===== src/rtl/wdt_pkg.sv =====
// Shared types for the windowed watchdog: controller states and fire-cause codes.
package wdt_pkg;

  typedef enum logic [1:0] {
    IDLE = 2'd0,
    RUN  = 2'd1,
    FIRE = 2'd2
  } state_t;

  localparam logic [1:0] CAUSE_NONE    = 2'b00;
  localparam logic [1:0] CAUSE_TIMEOUT = 2'b01;
  localparam logic [1:0] CAUSE_EARLY   = 2'b10;

endpackage


===== src/rtl/wdt_pulse_gen.sv =====
// Fixed-width pulse stretcher: a start strobe yields a registered pulse of
// exactly RST_PULSE cycles; done marks the final cycle of that pulse.
module wdt_pulse_gen #(
  parameter int RST_PULSE = 4
) (
  input  logic clk,
  input  logic rst,
  input  logic start,
  output logic pulse,
  output logic done
);

  localparam int PW = $clog2(RST_PULSE + 1);

  logic [PW-1:0] cnt;

  // NOTE: sequential state uses non-blocking assignments so every flop samples
  // pre-edge values regardless of statement order.
  always_ff @(posedge clk or posedge rst) begin
    if (rst) begin
      cnt   <= '0;
      pulse <= 1'b0;
    end else if (start) begin
      cnt   <= PW'(RST_PULSE);
      pulse <= 1'b1;
    end else if (cnt != '0) begin
      cnt   <= cnt - PW'(1);
      pulse <= (cnt > PW'(1));
    end
  end

  assign done = (cnt == PW'(1));

endmodule


===== src/rtl/wdt_window_ctrl.sv =====
// Windowed watchdog controller: counts while enabled, fires a stretched reset on
// timeout or early kick, raises a sticky early-warning level, and reports cause.
module wdt_window_ctrl
  import wdt_pkg::*;
#(
  parameter int CNT_W     = 16,
  parameter int RST_PULSE = 4
) (
  input  logic             clk,
  input  logic             rst,
  input  logic             enable,
  input  logic             cfg_we,
  input  logic [CNT_W-1:0] cfg_timeout,
  input  logic [CNT_W-1:0] cfg_window,
  input  logic [CNT_W-1:0] cfg_warn,
  input  logic             kick,
  output logic [CNT_W-1:0] count,
  output logic             running,
  output logic             warn_irq,
  output logic             wdt_reset,
  output logic [1:0]       cause
);

  state_t           state, state_nx;
  logic [CNT_W-1:0] thr_timeout, thr_window, thr_warn;
  logic [CNT_W-1:0] count_nx;
  logic             warn_nx;
  logic [1:0]       cause_nx;
  logic             fire_start, pulse_done;

  logic cfg_ok, early_kick, legal_kick, timeout_hit, warn_hit;

  // A write with a zero timeout or a window past the timeout is dropped whole.
  assign cfg_ok      = (state == IDLE) && cfg_we && (cfg_timeout != '0) &&
                       (cfg_window <= cfg_timeout);
  assign early_kick  = kick && (thr_window != '0) && (count < thr_window);
  assign legal_kick  = kick && !early_kick;
  assign timeout_hit = (count == thr_timeout);
  assign warn_hit    = (thr_warn != '0) && (count == thr_warn);

  // NOTE: every always_comb output gets a default first so no path infers a latch.
  always_comb begin
    state_nx   = state;
    count_nx   = count;
    warn_nx    = warn_irq;
    cause_nx   = cause;
    fire_start = 1'b0;
    unique case (state)
      IDLE: begin
        count_nx = '0;
        if (cfg_ok) cause_nx = CAUSE_NONE;
        if (enable) state_nx = RUN;
      end
      RUN: begin
        // Priority: early kick, legal kick, timeout, enable low.
        if (early_kick) begin
          state_nx   = FIRE;
          cause_nx   = CAUSE_EARLY;
          fire_start = 1'b1;
          warn_nx    = warn_irq | warn_hit;
        end else if (legal_kick) begin
          count_nx = '0;
          warn_nx  = 1'b0;
        end else if (timeout_hit) begin
          state_nx   = FIRE;
          cause_nx   = CAUSE_TIMEOUT;
          fire_start = 1'b1;
          warn_nx    = warn_irq | warn_hit;
        end else if (!enable) begin
          state_nx = IDLE;
          count_nx = '0;
          warn_nx  = 1'b0;
        end else begin
          count_nx = count + CNT_W'(1);
          warn_nx  = warn_irq | warn_hit;
        end
      end
      FIRE: begin
        if (pulse_done) begin
          state_nx = IDLE;
          count_nx = '0;
          warn_nx  = 1'b0;
        end
      end
      default: state_nx = IDLE;
    endcase
  end

  always_ff @(posedge clk or posedge rst) begin
    if (rst) begin
      state       <= IDLE;
      count       <= '0;
      running     <= 1'b0;
      warn_irq    <= 1'b0;
      cause       <= CAUSE_NONE;
      thr_timeout <= '1;
      thr_window  <= '0;
      thr_warn    <= '0;
    end else begin
      state    <= state_nx;
      count    <= count_nx;
      running  <= (state_nx == RUN);
      warn_irq <= warn_nx;
      cause    <= cause_nx;
      if (cfg_ok) begin
        thr_timeout <= cfg_timeout;
        thr_window  <= cfg_window;
        thr_warn    <= cfg_warn;
      end
    end
  end

  wdt_pulse_gen #(
    .RST_PULSE(RST_PULSE)
  ) u_pulse (
    .clk  (clk),
    .rst  (rst),
    .start(fire_start),
    .pulse(wdt_reset),
    .done (pulse_done)
  );

endmodule


===== config.mk =====
export PLATFORM = sky130hd
export DESIGN_NAME = wdt_window_ctrl
export DESIGN_NICKNAME = d
export VERILOG_FILES = /design/src/rtl/wdt_pkg.sv /design/src/rtl/wdt_pulse_gen.sv /design/src/rtl/wdt_window_ctrl.sv
export SDC_FILE = /design/constraint.sdc
export NUM_CORES = 1
export LEC_CHECK = 0
export ABC_CLOCK_PERIOD_IN_PS = 4980
export BUFFER_PORTS_ARGS = -buffer_cell sky130_fd_sc_hd__buf_4
export CAP_MARGIN = 20
export CORE_MARGIN = 8
export CORE_UTILIZATION = 30
export DETAILED_ROUTE_END_ITERATION = 8
export GPL_TIMING_DRIVEN = 0
export MAX_ROUTING_LAYER = met4
export PLACE_DENSITY_LB_ADDON = 0.1
export RECOVER_POWER = 100
export SLEW_MARGIN = 10
export SYNTH_ARGS = -nofsm -noshare
export SYNTH_HDL_FRONTEND = slang
export SYNTH_HIERARCHICAL = 1
export SYNTH_SLANG_ARGS = --single-unit

===== constraint.sdc =====
create_clock -name clk -period 4.98 [get_ports clk]
set_input_delay 0.747 -clock clk [delete_from_list [all_inputs] [get_ports clk]]
set_output_delay 0.747 -clock clk [all_outputs]
set_load 0.03 [all_outputs]

==> run summary, run 1 <==
The tools report the final core utilization as 36.81%. In this run the worst setup path begins at count[15]. The die covers 0.01975 mm².

The initial antenna violation count is 0. For this run, design rule violations remaining after detail routing come to 0. The synthesized design contains 0 enable-type register cells. The critical path is of the register to register type. Flop and latch count out of synthesis: 74. Buffers inserted during clock tree synthesis total 9. In the final routed layout, each cell accounts on average for 18.43 µm. The logs give 21280 µm for the global-route wire length before repair and 13250 µm for the final routed wirelength across all metal layers. Summed over all nets, the half-perimeter wirelength after detailed placement is 10600 µm. The run gives 48 as the number of distinct standard cells referenced by the synthesized netlist.

Count of final max-slew check failures: 0. From bottom edge to top edge, the die measures 140.5 µm. The detailed router finished its first iteration with 167 violations. The maximum clock frequency came out at 264.1 MHz. The library cell used most frequently in the layout, excluding fill and tap cells, is dfrtp_1. The detailed-routing iteration count for the pre-antenna-repair pass is 4. The sort of element at the start of the critical path is a register.

The max-cap check violation count was 0. The tightest min-delay check is of the primary input to async pin type. For the worst setup path, the data arrival time is 4.06 ns.

The worst clock skew came out at 0.006846 ns. The transition time of the tightest slew-check pin was 1.182 ns; the number of instances in the synthesized netlist was 441. The minimum setup slack after placement was 1.688 ns. The destination of the worst register-to-register timing path is count[9].

In this run the deepest clock path goes through 2 buffers. The global-route usage over all layers was 14.42%. The effective utilization at floorplan was 30.61%.

Setup repair after global routing left no endpoint under its margin. The tree is rooted in a clkbuf_16. The logs give 0.01520 mm² for the area of the core and 2.599 nW for the standby leakage power. The tools report the number of gates resized after cts as 0.

The number of hold violations in the final report came out at 0. In the layout the commonest cells are 58 x dfrtp_1, 51 x buf_4, 39 x inv_1. The run finished with clean final reports. Count of warnings emitted by yosys: 6. The clock reaches the later pin of the worst-skew pair after 0.34 ns. The number of nets handed over by synthesis was 529. For this run, the leading register cell type out of synthesis is dfrtp_1. Of the cells placed in the final design, the portion with a size suffix greater than 1 is 25.99%. Sequential elements use 40.23% of the synthesized area.

Setup total negative slack on the finished layout was measured at 0 ns. Across the VDD grid, the largest voltage drop is 191.3 µV. Counting flops with an async set or reset pin after synthesis yields a share of 100.0%.

For the worst hold slack, the log shows 0.2827 ns. Required arrival time at the worst endpoint: 5.26 ns. A synthesized cell averages 10.55 µm². The final weighted congestion in routability-driven placement was 0.7819. For the finished layout, the period the worst path requires is 3.787 ns. Buffers placed on the I/O ports in this run total 73.

Clock tree synthesis found a total of 74 sinks. The number of antenna cells inserted came out at 0. The worst reg2reg path startpoint was count[15].

The H-tree was split into 3 levels. Measured along the x axis, the die boundary spans 140.5 µm. In this run the power density over the cells is 468.1 mW/mm². The number of setup buffers added after CTS was 0; the routed via count was 3565.

Kind of capture point of the worst setup path: a register. Counting the fill cells in the layout gives 1582. Entering global routing, the biggest net connects 49 pins. The run gives 0 as the number of buffers inserted by hold repair at cts. TritonCTS built the clock tree.

The run gives 1.19 ns as the worst reg-to-reg setup slack. The count of cells along the worst register-to-register path was 9. The mapped netlist covers 0.004653 mm². The worst-path maximum fanout works out to 10.

Summing internal, switching and leakage power gives 0.002619 W. From synthesis to final layout, the design area changed by 20.25%. Number of global-route vias before repair: 3836. The headroom to the max-slew limit was 20.77%. The final worst-path setup slack is 1.193 ns. Number of nets with antenna violations after routing: 0. Count of pins on the block boundary: 74.

Global routing finished with a remaining overflow of 0. The sequential cells in the finished layout cover a total of 0.001872 mm². The number of nets in the layout came out at 614. The multi-input combinational cells in the finished layout cover a total of 0.002414 mm². In this run the core area contains 45 standard-cell rows. In the routed layout, each cell is associated on average with a via count of 4.958.

The setup-violating endpoint count in the final report was 0. After clock tree synthesis, the clock-pin slew on the worst setup and hold paths is 0.06 ns. The final critical path takes up 76.05% of the cycle.
## final cells by class
type	instances	area share, %
clock buffers	14	4.718
plain buffers	24	2.415
multi-input cells	303	43.13
repair buffers	74	8.743
well taps	188	4.204
clock inverters	2	0.6261
inverters	40	2.706
flip-flops and latches	74	33.45
## report_power, final
| group | internal, W | switching (W) |
|---|---|---|
| Sequential | 0.000885 | 0.000221 |
| Clock | 0.000415 | 0.000247 |
| Combinational | 0.000433 | 0.000417 |
## worst max-delay path: stages (launching register included)
cell and delay (ns):
dfrtp_1 0.51, ha_1 0.38, nand4_1 0.16, nor3_1 0.13, a2111oi_0 0.70, o211a_4 0.31
nand2_1 0.14, a31oi_1 0.67, clkbuf_1 0.51, a211o_1 0.21
## worst max path at each step
stage	end	slack, ns	depth (start not counted)
after floorplan	thr_window[15]	2.30	10
after global placement	thr_window[10]	1.34	2
after detailed placement	thr_warn[13]	1.69	11
after CTS	count[1]	1.90	8
after global routing	count[13]	0.99	9
final	count[9]	1.19	9
## synth_stat cells, drive strengths merged (4+ instances only)
cell	n	area share (%)
nor3b	5	0.81
dfrtp	58	31
inv	40	3.2
o31ai	4	0.65
o21ai	8	0.86
nand3	8	0.86
buf	23	3.1
nor3	11	1.2
xnor2	28	5.3
a211oi	4	0.75
mux2	50	13
ha	35	9.4
dfstp	16	9.0
nand2	23	2.0
nand4	18	2.4
a21o	7	1.1
nor4	19	2.9
a211o	15	2.8
nor2b	5	0.67
a21oi	10	1.1
xor2	4	0.75
nor2	25	2.0
## metal layers
layer | track usage, % | vias up | share of wire (%)
li1 | - | 1743 | -
met1 | 18.21 | 1748 | 47
met2 | 22.80 | 66 | 48
met3 | 3.398 | 8 | 4.3
met4 | 3.790 | 0 | 0.66
met5 | - | - | 0
## registers in the layout (all words and copies together), names as in the netlist
| signal | count |
|---|---|
| warn_irq | 1 |
| count | 16 |
| thr_warn | 16 |
| state | 2 |
| thr_timeout | 16 |
| cause | 2 |
| u_pulse/pulse | 1 |
| thr_window | 16 |
| u_pulse/cnt | 3 |
| running | 1 |
## cell families (layout without fill, tap and decap cells)
kind of cell    count (synthesis)  count (layout)  share of synthesized area, %
xor+xnor                       32              32                         6.023
compound gates                 62              62                         10.46
simple gates                  124             124                         14.52
mux                            50              50                         12.99
flops                          74              74                         40.23
buf+inv                        64             154                         6.373
fa+ha+maj                      35              35                         9.411
## per-stage QoR
step | instances | instance area (µm²)
floorplan | 441 | 4653
global placement | 702 | 5436
detailed placement | 703 | 5466
CTS | 719 | 5766
global route | 719 | 5595
finish | 719 | 5595
Power figures use the tool's default switching activity.
==> run 2, diff against run 1 <==
Settings changed: ABC_CLOCK_PERIOD_IN_PS 4980 to 3300.
Clock period 4.98 ns to 3.3 ns, I/O delays scaled along.
==> run summary, run 2 (synthesis results as in run 1) <==
The run finished with clean final reports. The H-tree was split into 3 levels. Minimum setup slack after placement: 0.2459 ns. For this design the top-level I/O count stands at 74.

The internal portion of the total power is 0.002625 W. TritonCTS built the clock tree. The clock sink count was 74; the number of antenna cells inserted was 0. The number of gates resized after cts is 0, and the setup-violating endpoint count in the final report is 0. The first detailed-routing pass took 4 iterations.

Count of cells along the worst register-to-register path: 8. The signal on the critical path passes through ha_1 -> nand4_1 -> nor3_1 -> a2111oi_2 -> o211a_4 -> nand2_1 -> a31oi_2 -> mux2_2. In this run the worst path has a maximum fanout of 7. The count of buffer and inverter cells on the critical path came out at 0.

The sort of element at the start of the critical path was a register. Once routing completed, OpenROAD measured the worst setup slack at 0.1774 ns. For the pin with the worst max-slew slack, the measured transition is 1.299 ns.

Measured against its own limit, the worst slew margin works out to 13.41%. In the global route stage, overall resource usage came out at 14.42%. The library cell used most frequently in the layout, excluding fill and tap cells, is dfrtp_1. The tools report the required arrival time at the worst endpoint as 3.53 ns. Register clock-pin slew on the reported worst setup and hold paths: 0.06 ns.

In this run the remaining antenna-violating nets after routing total 0. In the layout the commonest cells are 58 x dfrtp_1, 51 x buf_4, 39 x inv_1. The logs give 25.2% for the part of the power in the clock network and 13210 µm for the final routed wirelength across all metal layers. Clock skew on the completed layout was measured at 0.005764 ns. The combinational share of power is 32.7%, and the global-route wire length before repair is 21280 µm. Entering global routing, the biggest net connects 49 pins. The power density over cell area was 708.2 mW/mm²; the number of global-route vias before repair was 3836. In the final design database the tool counted 614 nets. Compared with the post-synthesis result, the final layout area differs by 20.22%. The total DRC errors in the routed layout was 0. The worst reg2reg path startpoint was count[15]. Standby leakage power: 2.599 nW. On the critical path the largest part of the delay comes from compound AO/OA/AOI/OAI gates.

Critical path's slowest cell: a31oi_2. The number of buffers created by CTS was 9; the final critical-path required period was 3.123 ns. The initialized floorplan defines 45 standard-cell rows. Destination of the worst register-to-register timing path: count[1]. Measured on the finished design, the core utilization comes to 36.80%.

VDD sags by at most 288.7 µV. The die outline height was 140.5 µm. Tracing the worst setup path back leads to its startpoint at count[15].

In this run the power spent charging and discharging nets is 0.001337 W. For this block, the via count after detailed routing is 3546. For the final routed database, the setup TNS stands at 0 ns.

The kind of capture point of the worst setup path is a register. In this run the clock root is driven by a clkbuf_16. At the worst endpoint, the arrival time is 3.35 ns.

Global routing finished with a remaining overflow of 0. The count of final max-slew check failures was 0; the final critical-path share of the clock period was 94.63%. After floorplanning, the core was sized to cover 0.01520 mm².

Once the floorplan was initialized, standard cells occupied 30.61% of the core. The congestion estimate from routability-driven global placement came to 0.7819. In the final routed layout, each cell accounts on average for 18.38 µm. Setup repair after global routing left no endpoint under its margin. The number of hold violations in the final report was 0. The logs give 0.34 ns for the clock latency of the later-clocked register in the worst-skew pair and 320.2 MHz for the maximum clock frequency.

Post-CTS timing repair inserted 0 buffers for setup. The classification of the worst setup path was register to register. Dividing the detail-routed via count by the number of cells gives 4.932. The run gives 0 as the initial antenna violation count. The worst reg-to-reg setup slack came out at 0.18 ns. Measured along the x axis, the die boundary spans 140.5 µm. The floorplan step defined a die boundary enclosing 0.01975 mm². The post-route netlist has 26.74% of its cells at a drive strength greater than 1. The total of buffers placed on input and output ports works out to 73. After clock tree synthesis, the flow added hold-fix buffers numbering 0.

The final HPWL from detailed placement is 10600 µm. The tightest min-delay check is of the primary input to async pin type. Of the total power, registers draw 42.1%.

The delay contributed by the slowest stage of the critical path was 0.53 ns. The max-cap check violation count is 0. DRC violation total after the first TritonRoute iteration: 160. The completed layout was analyzed and its total power is 0.003961 W.

In this run switching power makes up 33.74% of total power. The run gives 2 as the deepest clock path buffer count.
==> run 2: per-stage QoR <==
stage	instance area, µm²	std cells	hold slack, ns
2_1_floorplan	4653	441	0.2611
5_1_grt	5594	719	0.02751
6_report	5594	719	0.03233
3_3_place_gp	5436	702	0.4032
4_1_cts	5766	719	0.04611
3_5_place_dp	5466	703	0.4192
==> run 2: routing by layer <==
layer	global-route usage (%)	vias up	wire length, µm
met2	22.80	62	6370
met3	3.398	7	573
met5	-	-	0
met1	18.21	1734	6137
li1	-	1743	-
met4	3.790	0	132
==> run 2: area by class of cell <==
| type | count | area (µm²) |
|---|---|---|
| clock inverters | 2 | 35.03 |
| clock buffers | 14 | 264.0 |
| multi-input cells | 303 | 2426 |
| flip-flops and latches | 74 | 1872 |
| well taps | 188 | 235.2 |
| plain buffers | 24 | 143.9 |
| fillers | 1583 | 9608 |
| repair buffers | 74 | 466.7 |
| inverters | 40 | 151.4 |
==> run 2: worst max path at each step <==
stage | slack, ns | to | cells past startpoint
2_1_floorplan | 0.72 | u_pulse/cnt[0] | 9
3_3_place_gp | -0.09 | thr_window[10] | 2
3_5_place_dp | 0.25 | count[1] | 8
4_1_cts | 0.22 | count[1] | 8
5_1_grt | 0.07 | count[1] | 8
6_report | 0.18 | count[1] | 8
==> run 2: power groups by stage <==
| stage | clock [W] | sequential (W) | combinational [W] |
|---|---|---|---|
| 3_3_place_gp | 0 | 0.00169 | 0.00136 |
| 5_1_grt | 0.00107 | 0.00173 | 0.00145 |
| 4_1_cts | 0.00103 | 0.00169 | 0.00140 |
| 6_report | 0.000998 | 0.00167 | 0.00129 |
| 2_1_floorplan | 0 | 0.00160 | 0.00105 |
| 3_5_place_dp | 0 | 0.00170 | 0.00140 |
==> run 2: worst reg2reg max path, delay by kind of cell, from the launching register on <==
family | cells | cell delay, ns
mux | 1 | 0.40
flops | 1 | 0.51
compound gates | 3 | 1.27
fa+ha+maj | 1 | 0.39
simple gates | 3 | 0.45
